$ cat config.mk
export PLATFORM = sky130hd
export DESIGN_NAME = onn_synapse
export DESIGN_NICKNAME = d
export VERILOG_FILES = /design/src/rtl/onn_pkg.sv /design/src/rtl/onn_bipolar_sum.sv /design/src/rtl/onn_synapse.sv
export SDC_FILE = /design/constraint.sdc
export NUM_CORES = 1
export LEC_CHECK = 0
export ABC_CLOCK_PERIOD_IN_PS = 15600
export BUFFER_PORTS_ARGS = -buffer_cell sky130_fd_sc_hd__buf_2
export CORE_ASPECT_RATIO = 0.6
export CORE_MARGIN = 1
export CORE_UTILIZATION = 55
export CTS_CLUSTER_DIAMETER = 200
export DETAILED_ROUTE_END_ITERATION = 6
export PLACE_DENSITY = 0.72
export SETUP_SLACK_MARGIN = 0.15
export SLEW_MARGIN = 0
export SYNTH_ARGS = -nofsm -noshare
export SYNTH_HDL_FRONTEND = slang
export SYNTH_SLANG_ARGS = --single-unit
$ cat constraint.sdc
create_clock -name i_sclk -period 15.6 [get_ports i_sclk]
set_input_delay 0.78 -clock i_sclk [delete_from_list [all_inputs] [get_ports i_sclk]]
set_output_delay 0.78 -clock i_sclk [all_outputs]
set_load 0.005 [all_outputs]
$ cat src/rtl/onn_pkg.sv
// onn_pkg: shared definitions for the oscillatory neural network (ONN).
//   ONN_N / ONN_WW : network size and signed coupling-weight width
//   onn_sum_w()    : width of a bipolar weighted sum that cannot overflow
//   syn_state_t    : synapse weight-load / run state machine encoding
//   onn_weight_t   : signed coupling weight
package onn_pkg;

   localparam int ONN_N  = 15;
   localparam int ONN_WW = 4;

   // N terms of magnitude up to 2^(ww-1) need clog2(n) growth bits plus
   // one more so that +2^(ww-1) (negated most-negative weight) still fits.
   function automatic int onn_sum_w(input int n, input int ww);
      return ww + $clog2(n) + 1;
   endfunction

   typedef enum logic [1:0] {
      SYN_IDLE = 2'd0,
      SYN_LOAD = 2'd1,
      SYN_RUN  = 2'd2
   } syn_state_t;

   typedef logic signed [ONN_WW-1:0] onn_weight_t;

endpackage

$ cat src/rtl/onn_bipolar_sum.sv
// onn_bipolar_sum: combinational bipolar weighted sum.
//   Each oscillator bit selects +w_i (bit=1) or -w_i (bit=0); all terms are
//   sign-extended to SW bits and added.
// Ports:
//   i_osc [N-1:0]          oscillator bits, bit i is neuron i
//   i_w   [N-1:0][WW-1:0]  two's complement weights, entry i pairs with bit i
//   o_sum [SW-1:0]         signed total, two's complement
module onn_bipolar_sum
   import onn_pkg::*;
#(
   parameter int N  = ONN_N,
   parameter int WW = ONN_WW,
   parameter int SW = onn_sum_w(ONN_N, ONN_WW)
) (
   input  logic [N-1:0]         i_osc,
   input  logic [N-1:0][WW-1:0] i_w,
   output logic [SW-1:0]        o_sum
);

   logic [SW-1:0] w_acc;
   logic [SW-1:0] w_ext;

   always_comb begin
      w_acc = '0;
      w_ext = '0;
      for (int i = 0; i < N; i++) begin
         w_ext = {{(SW-WW){i_w[i][WW-1]}}, i_w[i]};
         // Subtracting in SW bits makes -(-2^(WW-1)) a positive value.
         w_acc = i_osc[i] ? (w_acc + w_ext) : (w_acc - w_ext);
      end
   end

   assign o_sum = w_acc;

endmodule

$ cat src/rtl/onn_synapse.sv
// onn_synapse: coupling stage in front of one ONN oscillator neuron.
//   Weights are loaded serially (valid/ready) after a load_start pulse; once
//   the last of N weights is accepted the block runs, forming a registered
//   bipolar weighted sum of all oscillator outputs and a registered sign
//   decision that drives the neuron's phase-difference FSM.
// Configuration macro: ONN_SYNAPSE_TIE_HOLD_EN
//   defined   : sum==0 keeps the previous o_nin
//   undefined : sum==0 drives o_nin=0
// Ports:
//   i_sclk         system clock, rising edge
//   i_re_n         synchronous active-low reset
//   i_osc_in [N]   neuron outputs, synchronous to i_sclk
//   i_load_start   pulse: (re)start a weight load
//   i_w_valid      weight beat valid
//   i_w_data [WW]  signed weight for current index
//   o_w_ready      weight beat accepted this cycle (LOAD state)
//   o_run          weight row complete, o_nin live
//   o_nin          coupled oscillation to the neuron
//   o_sum_out [SW] registered signed weighted sum
module onn_synapse
   import onn_pkg::*;
#(
   parameter int  N  = ONN_N,
   parameter int  WW = ONN_WW,
   localparam int SW = onn_sum_w(N, WW),
   localparam int IW = $clog2(N)
) (
   input  logic          i_sclk,
   input  logic          i_re_n,
   input  logic [N-1:0]  i_osc_in,
   input  logic          i_load_start,
   input  logic          i_w_valid,
   input  logic [WW-1:0] i_w_data,
   output logic          o_w_ready,
   output logic          o_run,
   output logic          o_nin,
   output logic [SW-1:0] o_sum_out
);

   syn_state_t          r_state;
   syn_state_t          w_state_nxt;
   logic [IW-1:0]       r_idx;
   logic [N-1:0][WW-1:0] r_w;
   logic [SW-1:0]       r_sum;
   logic                r_nin;
   logic                w_beat;
   logic                w_last;
   logic [SW-1:0]       w_sum;
   logic                w_dec;

   assign w_last = (r_idx == IW'(N-1));

   // ---------------- FSM ----------------
   always_ff @(posedge i_sclk) begin
      if (!i_re_n) r_state <= SYN_IDLE;
      else         r_state <= w_state_nxt;
   end

   // load_start outranks a coincident beat: the beat is dropped.
   always_comb begin
      w_state_nxt = r_state;
      w_beat      = 1'b0;
      if (i_load_start) begin
         w_state_nxt = SYN_LOAD;
      end else begin
         case (r_state)
            SYN_LOAD: begin
               if (i_w_valid) begin
                  w_beat = 1'b1;
                  if (w_last) w_state_nxt = SYN_RUN;
               end
            end
            default: ;
         endcase
      end
   end

   assign o_w_ready = (r_state == SYN_LOAD);
   assign o_run     = (r_state == SYN_RUN);

   // ---------------- weight row ----------------
   always_ff @(posedge i_sclk) begin
      if (!i_re_n)                r_idx <= '0;
      else if (i_load_start)      r_idx <= '0;
      else if (w_beat && w_last)  r_idx <= '0;
      else if (w_beat)            r_idx <= r_idx + 1'b1;
   end

   // Old weights survive a reload until their index is rewritten.
   always_ff @(posedge i_sclk) begin
      if (!i_re_n) begin
         r_w <= '0;
      end else begin
         for (int i = 0; i < N; i++) begin
            if (w_beat && (r_idx == IW'(i))) r_w[i] <= i_w_data;
         end
      end
   end

   // ---------------- datapath ----------------
   onn_bipolar_sum #(
      .N  (N),
      .WW (WW),
      .SW (SW)
   ) u_sum (
      .i_osc (i_osc_in),
      .i_w   (r_w),
      .o_sum (w_sum)
   );

   // Summing only while in RUN keeps the partially written row (including
   // the last-beat edge) out of the result.
   always_ff @(posedge i_sclk) begin
      if (!i_re_n)                  r_sum <= '0;
      else if (i_load_start)        r_sum <= '0;
      else if (r_state == SYN_RUN)  r_sum <= w_sum;
      else                          r_sum <= '0;
   end

   always_comb begin
      w_dec = 1'b0;
      if (r_sum[SW-1])      w_dec = 1'b0;
      else if (|r_sum)      w_dec = 1'b1;
      else begin
`ifdef ONN_SYNAPSE_TIE_HOLD_EN
         w_dec = r_nin;
`else
         w_dec = 1'b0;
`endif
      end
   end

   // Outside RUN the decision is held at 0, which also clears the tie hold.
   always_ff @(posedge i_sclk) begin
      if (!i_re_n)                  r_nin <= 1'b0;
      else if (i_load_start)        r_nin <= 1'b0;
      else if (r_state == SYN_RUN)  r_nin <= w_dec;
      else                          r_nin <= 1'b0;
   end

   assign o_sum_out = r_sum;
   assign o_nin     = r_nin;

endmodule
==> results of run 1 <==
==> routing by layer <==
| metal | vias up | part of all wire [%] | global-route usage (%) |
|---|---|---|---|
| li1 | 3876 | - | - |
| met1 | 3288 | 56 | 37.2 |
| met2 | 130 | 39 | 36.0 |
| met3 | 6 | 4.0 | 4.00 |
| met4 | 0 | 0.29 | 2.92 |
| met5 | - | 0 | 0 |
==> critical path, delay by kind of cell, from the launching register on <==
kind | cells | cell delay, ps
fa+ha+maj | 15 | 7410
compound gates | 6 | 1280
xor+xnor | 4 | 900
flops | 1 | 390
mux | 1 | 300
buf+inv | 2 | 170
simple gates | 2 | 110
==> synthesized netlist by cell type, drive strengths merged <==
library cell	number
nand2	94
xnor3	3
dfxtp	76
o21ba	1
a21boi	43
mux2i	33
or3	16
a21o	25
nor2b	35
mux2	15
nor2	87
o22ai	2
inv	110
clkbuf	25
and2	3
a41oi	1
ha	158
fa	14
nand3b	1
nand2b	4
xor2	43
nand3	55
o41ai	1
o21ai	27
o31ai	2
a21oi	107
nor3	3
nor4	3
and3	2
o21bai	31
o21a	10
xnor2	80
a311oi	2
a31oi	3
nand4	1
a211oi	2
==> state kept, by name, summed over array words and instances, names as in the netlist <==
register,flops
r_state,2
o_nin,1
r_w,60
o_sum_out,9
r_idx,4
==> stage by stage <==
step | area [sq um] | hold slack, ps | instances
4_1_cts | 9540 | 474 | 1347
2_1_floorplan | 8900 | 425 | 1118
3_5_place_dp | 9250 | 453 | 1332
5_1_grt | 9540 | 497 | 1347
6_report | 9540 | 476 | 1347
3_3_place_gp | 9250 | 458 | 1332
==> cell type report <==
type / count / area (sq um) / share of cell area (%)
Sequential cell: 76 / 1520 / 15.9
Inverter: 110 / 413 / 4.33
Multi-Input combinational cell: 907 / 6870 / 72.1
Tap cell: 203 / 254 / 2.66
Clock buffer: 11 / 243 / 2.54
Clock inverter: 4 / 50.0 / 0.525
Timing Repair Buffer: 36 / 185 / 1.94
==> worst min-delay path by stage <==
stage / endpoint / slack, ps / depth (start not counted)
floorplan: o_nin / 420 / 1
detailed placement: o_nin / 450 / 1
CTS: o_nin / 470 / 1
global route: o_nin / 500 / 1
finish: o_nin / 480 / 1
global placement: r_w[2] / 460 / 2
==> report_power, final <==
part           internal, mW  switching (mW)  total [mW]
sequential            0.195        0.000450       0.195
combinational         0.525           0.590        1.11
clock                 0.127          0.0804       0.208
==> cell families after synthesis <==
| group | count (synthesis) | synth area share [%] |
|---|---|---|
| AO/OA/AOI/OAI | 257 | 17.9 |
| XOR/XNOR | 126 | 12.9 |
| adder cells (fa/ha/maj) | 172 | 25.4 |
| buffers and inverters | 135 | 5.69 |
| flip-flops | 76 | 17.1 |
| multiplexers | 48 | 5.61 |
| AND/OR/NAND/NOR | 304 | 15.5 |
==> metrics.md, run 1 <==
| Metric | Value |
|---|---|
| DR pass1 iterations | 7 |
| Initial antenna violation count | 0 |
| Synth Instances | 1118 |
| Seq cells post-synth | 76 |
| Final ANT Viol Nets | 0 |
| Clock-pin slew on the worst setup and hold paths | 60 ps |
| Max frequency | 93.5 MHz |
| Final WL | 19.5 mm |
| CP Data Required Time | 15820 ps |
| RSZ-0062 raised after global routing | false |
| Final Power | 1.52 mW |
| Worst slack at placement | 4720 ps |
| All-Layer GR Usage | 24.2% |
| ANT cells | 0 |
| Worst skew pair latency | 340 ps |
| Chip Height | 101 microns |
| Minimum clock period | 10690 ps |
| Sequential cell area fraction in the yosys report | 17.1% |
| Cell Area, Synth | 8900 sq um |
| Post-synth top area cell | ha_1 |
| Synth Warn # | 0 |
| Final net count | 1335 |
| Synth area leaders | ha_1 22%, dfxtp_1 17%, xnor2_1 7.9% |
| Setup TNS | 0 ps |
| Num CTS Buffers | 9 |
| Slew at the pin closest to its max-slew limit | 906 ps |
| Number of library cell types mapped by synthesis | 36 |
| Initial core utilization | 57.1% |
| Final Hold Vio Count | 0 |
| Clk root buf | clkbuf_16 |
| # resized after CTS | 0 |
| Gpl congestion | 0.815 |
| Drc violations | 1 |
| Peak supply drop | 0.000212 V |
| Status | complete, but fails checks |
| First-pass GRT wire length | 32.9 mm |
| Core area | 15600 sq um |
| Post-CTS setup buffers | 0 |
| Leakage | 4.72 nW |
| Vias/cell | 5.42 |
| Vias in the first global route | 6845 |
| Min-delay src | o_sum_out[8] |
| Total I/O pin count | 35 |
| Mean Syn Cell Area | 7.96 sq um |
| Port bufs | 34 |
| Most frequent CP cell | fa_1 |
| Slew margin rel. | 39.6% |
| Synthesized net count | 1313 |
| Max-Cap Viols | 0 |
| Max incr delay on CP | 630 ps |
| Dpl hpwl | 15.8 mm |
| Largest net degree at the start of global routing | 63 |
| Final Util | 61.2% |
| Fraction of layout instances using a drive strength above 1 | 5.77% |
| Startpoint types | flip-flop |
| Routed vias | 7300 |
| R2R depth | 30 |
| Setup-failing EPs final | 0 |
| DIE AREA | 16700 sq um |
| Synth top area share | 22.2% |
| Failing checks | design-rule violations |
| Commonest non-fill, non-tap cells in the layout | 158 x ha_1, 110 x inv_1, 107 x a21oi_1, 94 x nand2_1, 87 x nor2_1 |
| Maximum fanout along the worst path | 4 |
| Worst clock skew | 6.59 ps |
| Crit. End Element | flip-flop |
| Area grow syn2layout | 7.17% |
| Final setup margin | 4910 ps |
| Commonest non-fill, non-tap cell in the layout | ha_1 |
| Worst min-delay path class | flip-flop to flip-flop |
| Slowest-stage cell, CP | fa_1 |
| Row cnt | 35 |
| Clk buf depth | 2 |
| Crit Path Class | flip-flop to flip-flop |
| R2R Path Start | r_w[4] |
| Final period util | 68.5% |
| GRT Residual Overflow | 0 |
| CP arrival | 10910 ps |
| Starting DRT DRC Count | 444 |
| Terminus of the critical flop-to-flop path | o_sum_out[8] |
| CTS tree | done |
| CP Launch Point | r_w[4] |
| Chip width | 166 microns |
| Max H-tree Level | 3 |
| Clk sinks | 76 |
| Worst setup endpoint | o_sum_out[8] |
| Worst R2R Setup Slack | 4910 ps |
| Hold-fix buffers, CTS | 0 |
| Fill cell count | 1410 |
| WL/cell | 14.5 microns |
| Total power per unit cell area | 159 nW/um^2 |
| Max-slew violations | 0 |
Power figures use the tool's default switching activity.
==> run 2, diff against run 1 <==
--- a/config.mk
+++ b/config.mk
@@ -5,7 +5,7 @@
 export SDC_FILE = /design/constraint.sdc
 export NUM_CORES = 1
 export LEC_CHECK = 0
-export ABC_CLOCK_PERIOD_IN_PS = 15600
+export ABC_CLOCK_PERIOD_IN_PS = 10250
 export BUFFER_PORTS_ARGS = -buffer_cell sky130_fd_sc_hd__buf_2
 export CORE_ASPECT_RATIO = 0.6
 export CORE_MARGIN = 1
==> constraint.sdc (replaced) <==
create_clock -name i_sclk -period 10.25 [get_ports i_sclk]
set_input_delay 0.5125 -clock i_sclk [delete_from_list [all_inputs] [get_ports i_sclk]]
set_output_delay 0.5125 -clock i_sclk [all_outputs]
set_load 0.005 [all_outputs]
==> run 2 against run 1 <==
Compared with the run above: routed wire length grew 2.2%; clock skew shrank 2.4 ps; the flow still finishes with violations (design-rule violations); via count grew 2.3%.
==> metrics.md, run 2 (same netlist as run 1, synthesis figures left out) <==
| Metric | Value |
|---|---|
| Maximum fanout along the worst path | 4 |
| Chip Height | 101 microns |
| First-pass GRT wire length | 33.8 mm |
| Min-delay src | o_sum_out[8] |
| Max frequency | 97.6 MHz |
| Commonest non-fill, non-tap cells in the layout | 153 x ha_1, 110 x inv_1, 94 x nand2_1, 86 x nor2_1, 79 x a21oi_1 |
| Slew margin rel. | 37.7% |
| Num CTS Buffers | 9 |
| R2R depth | 35 |
| Multi-input logic area | 7150 sq um |
| Worst skew pair latency | 330 ps |
| Top reg by flops | r_w |
| R2R Path Start | r_w[0] |
| Chip width | 166 microns |
| Final Hold Vio Count | 0 |
| Register area | 1530 sq um |
| Most frequent CP cell | ha_1 |
| Clk buf depth | 2 |
| Area grow syn2layout | 15.6% |
| Worst setup endpoint | o_sum_out[8] |
| Status | complete, but fails checks |
| Row cnt | 35 |
| Max incr delay on CP | 640 ps |
| Clk sinks | 76 |
| GRT Residual Overflow | 0 |
| Drc violations | 1 |
| Crit. End Element | flip-flop |
| Gpl congestion | 0.832 |
| Starting DRT DRC Count | 400 |
| Fill cell count | 1306 |
| CTS tree | done |
| Peak supply drop | 0.000491 V |
| All-Layer GR Usage | 24.7% |
| Failing checks | design-rule violations |
| CP arrival | 10460 ps |
| RSZ-0062 raised after global routing | true |
| Minimum clock period | 10250 ps |
| Final ANT Viol Nets | 0 |
| DIE AREA | 16700 sq um |
| Final net count | 1387 |
| Crit Path Class | flip-flop to flip-flop |
| Clk root buf | clkbuf_16 |
| Fraction of layout instances using a drive strength above 1 | 15.0% |
| ANT cells | 0 |
| Startpoint types | flip-flop |
| Worst hold slack | 467 ps |
| Dpl hpwl | 15.7 mm |
| Initial core utilization | 57.1% |
| Final period util | 100% |
| Setup-failing EPs final | 0 |
| Initial antenna violation count | 0 |
| Worst R2R Setup Slack | 2 ps |
| Max reg flops | 60 |
| CP Data Required Time | 10460 ps |
| Terminus of the critical flop-to-flop path | o_sum_out[8] |
| Max-slew violations | 0 |
| Vias in the first global route | 7092 |
| Leakage | 5.10 nW |
| Total power per unit cell area | 270 nW/um^2 |
| Largest net degree at the start of global routing | 63 |
| Commonest non-fill, non-tap cell in the layout | ha_1 |
| Clock-pin slew on the worst setup and hold paths | 60 ps |
| Core area | 15600 sq um |
| CP Launch Point | r_w[0] |
| Total I/O pin count | 35 |
| Max-Cap Viols | 0 |
| Worst min-delay path class | flip-flop to flip-flop |
| Slew at the pin closest to its max-slew limit | 930 ps |
| Max H-tree Level | 3 |
| Port bufs | 34 |
| Vias/cell | 5.33 |
| Worst clock skew | 4.18 ps |
| Slowest-stage cell, CP | fa_2 |
| Final Power | 2.78 mW |
| Final WL | 20.0 mm |
| WL/cell | 14.3 microns |
| Routed vias | 7466 |
| Setup TNS | 0 ps |
| DR pass1 iterations | 7 |
-- run 2: cell types whose count changed in the layout (fill, tap and decap cells not counted), sizes merged --
cell / previous run / this run
clkbuf: 11 / 13
buf: 36 / 88
clkinvlp: 2 / 0
bufinv: 1 / 3
clkinv: 1 / 0
-- run 2: critical path, delay by kind of cell, from the launching register on --
family | cells | cell delay (ps)
AO/OA/AOI/OAI | 8 | 1260
buffers and inverters | 2 | 170
adder cells (fa/ha/maj) | 15 | 6660
XOR/XNOR | 7 | 1210
multiplexers | 1 | 290
AND/OR/NAND/NOR | 2 | 190
flip-flops | 1 | 320
-- run 2: per-layer routing --
metal  track usage (%)  wire length [microns]
met2              36.6                   7910
met4              3.35                     97
met1              38.3                  11200
met5                 0                      0
met3              3.61                    721
-- run 2: worst min path at each step --
stage          cells past startpoint     end  slack [ps]
2_1_floorplan                      1   o_nin         420
3_3_place_gp                       2  r_w[2]         460
3_5_place_dp                       1   o_nin         450
4_1_cts                            1   o_nin         470
5_1_grt                            1   o_nin         490
6_report                           1   o_nin         470
-- run 2: layout make-up --
type | instances | area share [%]
tap | 203 | 2.47
clock buffer | 13 | 2.72
timing repair buffer | 88 | 5.63
clock inverter | 3 | 0.875
inverter | 110 | 4.01
multi-input combinational | 907 | 69.5
sequential | 76 | 14.8
-- run 2: per-stage QoR --
step / setup slack [ps] / cell area [sq um] / std cells / utilization (%)
after floorplan: 416 / 8900 / 1118 / -
after global placement: -236 / 9570 / 1375 / 61.4
after detailed placement: -348 / 9570 / 1375 / 61.4
after CTS: -50.6 / 10000 / 1396 / 64.4
after global routing: -469 / 10300 / 1400 / 66.0
final: 2.11 / 10300 / 1400 / 66.0
-- run 2: timing repair --
action | CTS | global route
setup endpoints to repair | 1 | 3
setup buffers | 5 | 4
hold buffers | 0 | 0
resized for setup | 21 | 42
pin swaps | 27 | 12
-- run 2: report_power, final --
part,internal [mW],switching (mW)
logic,1.09,1.01
registers,0.296,0.000621
clock network,0.264,0.120
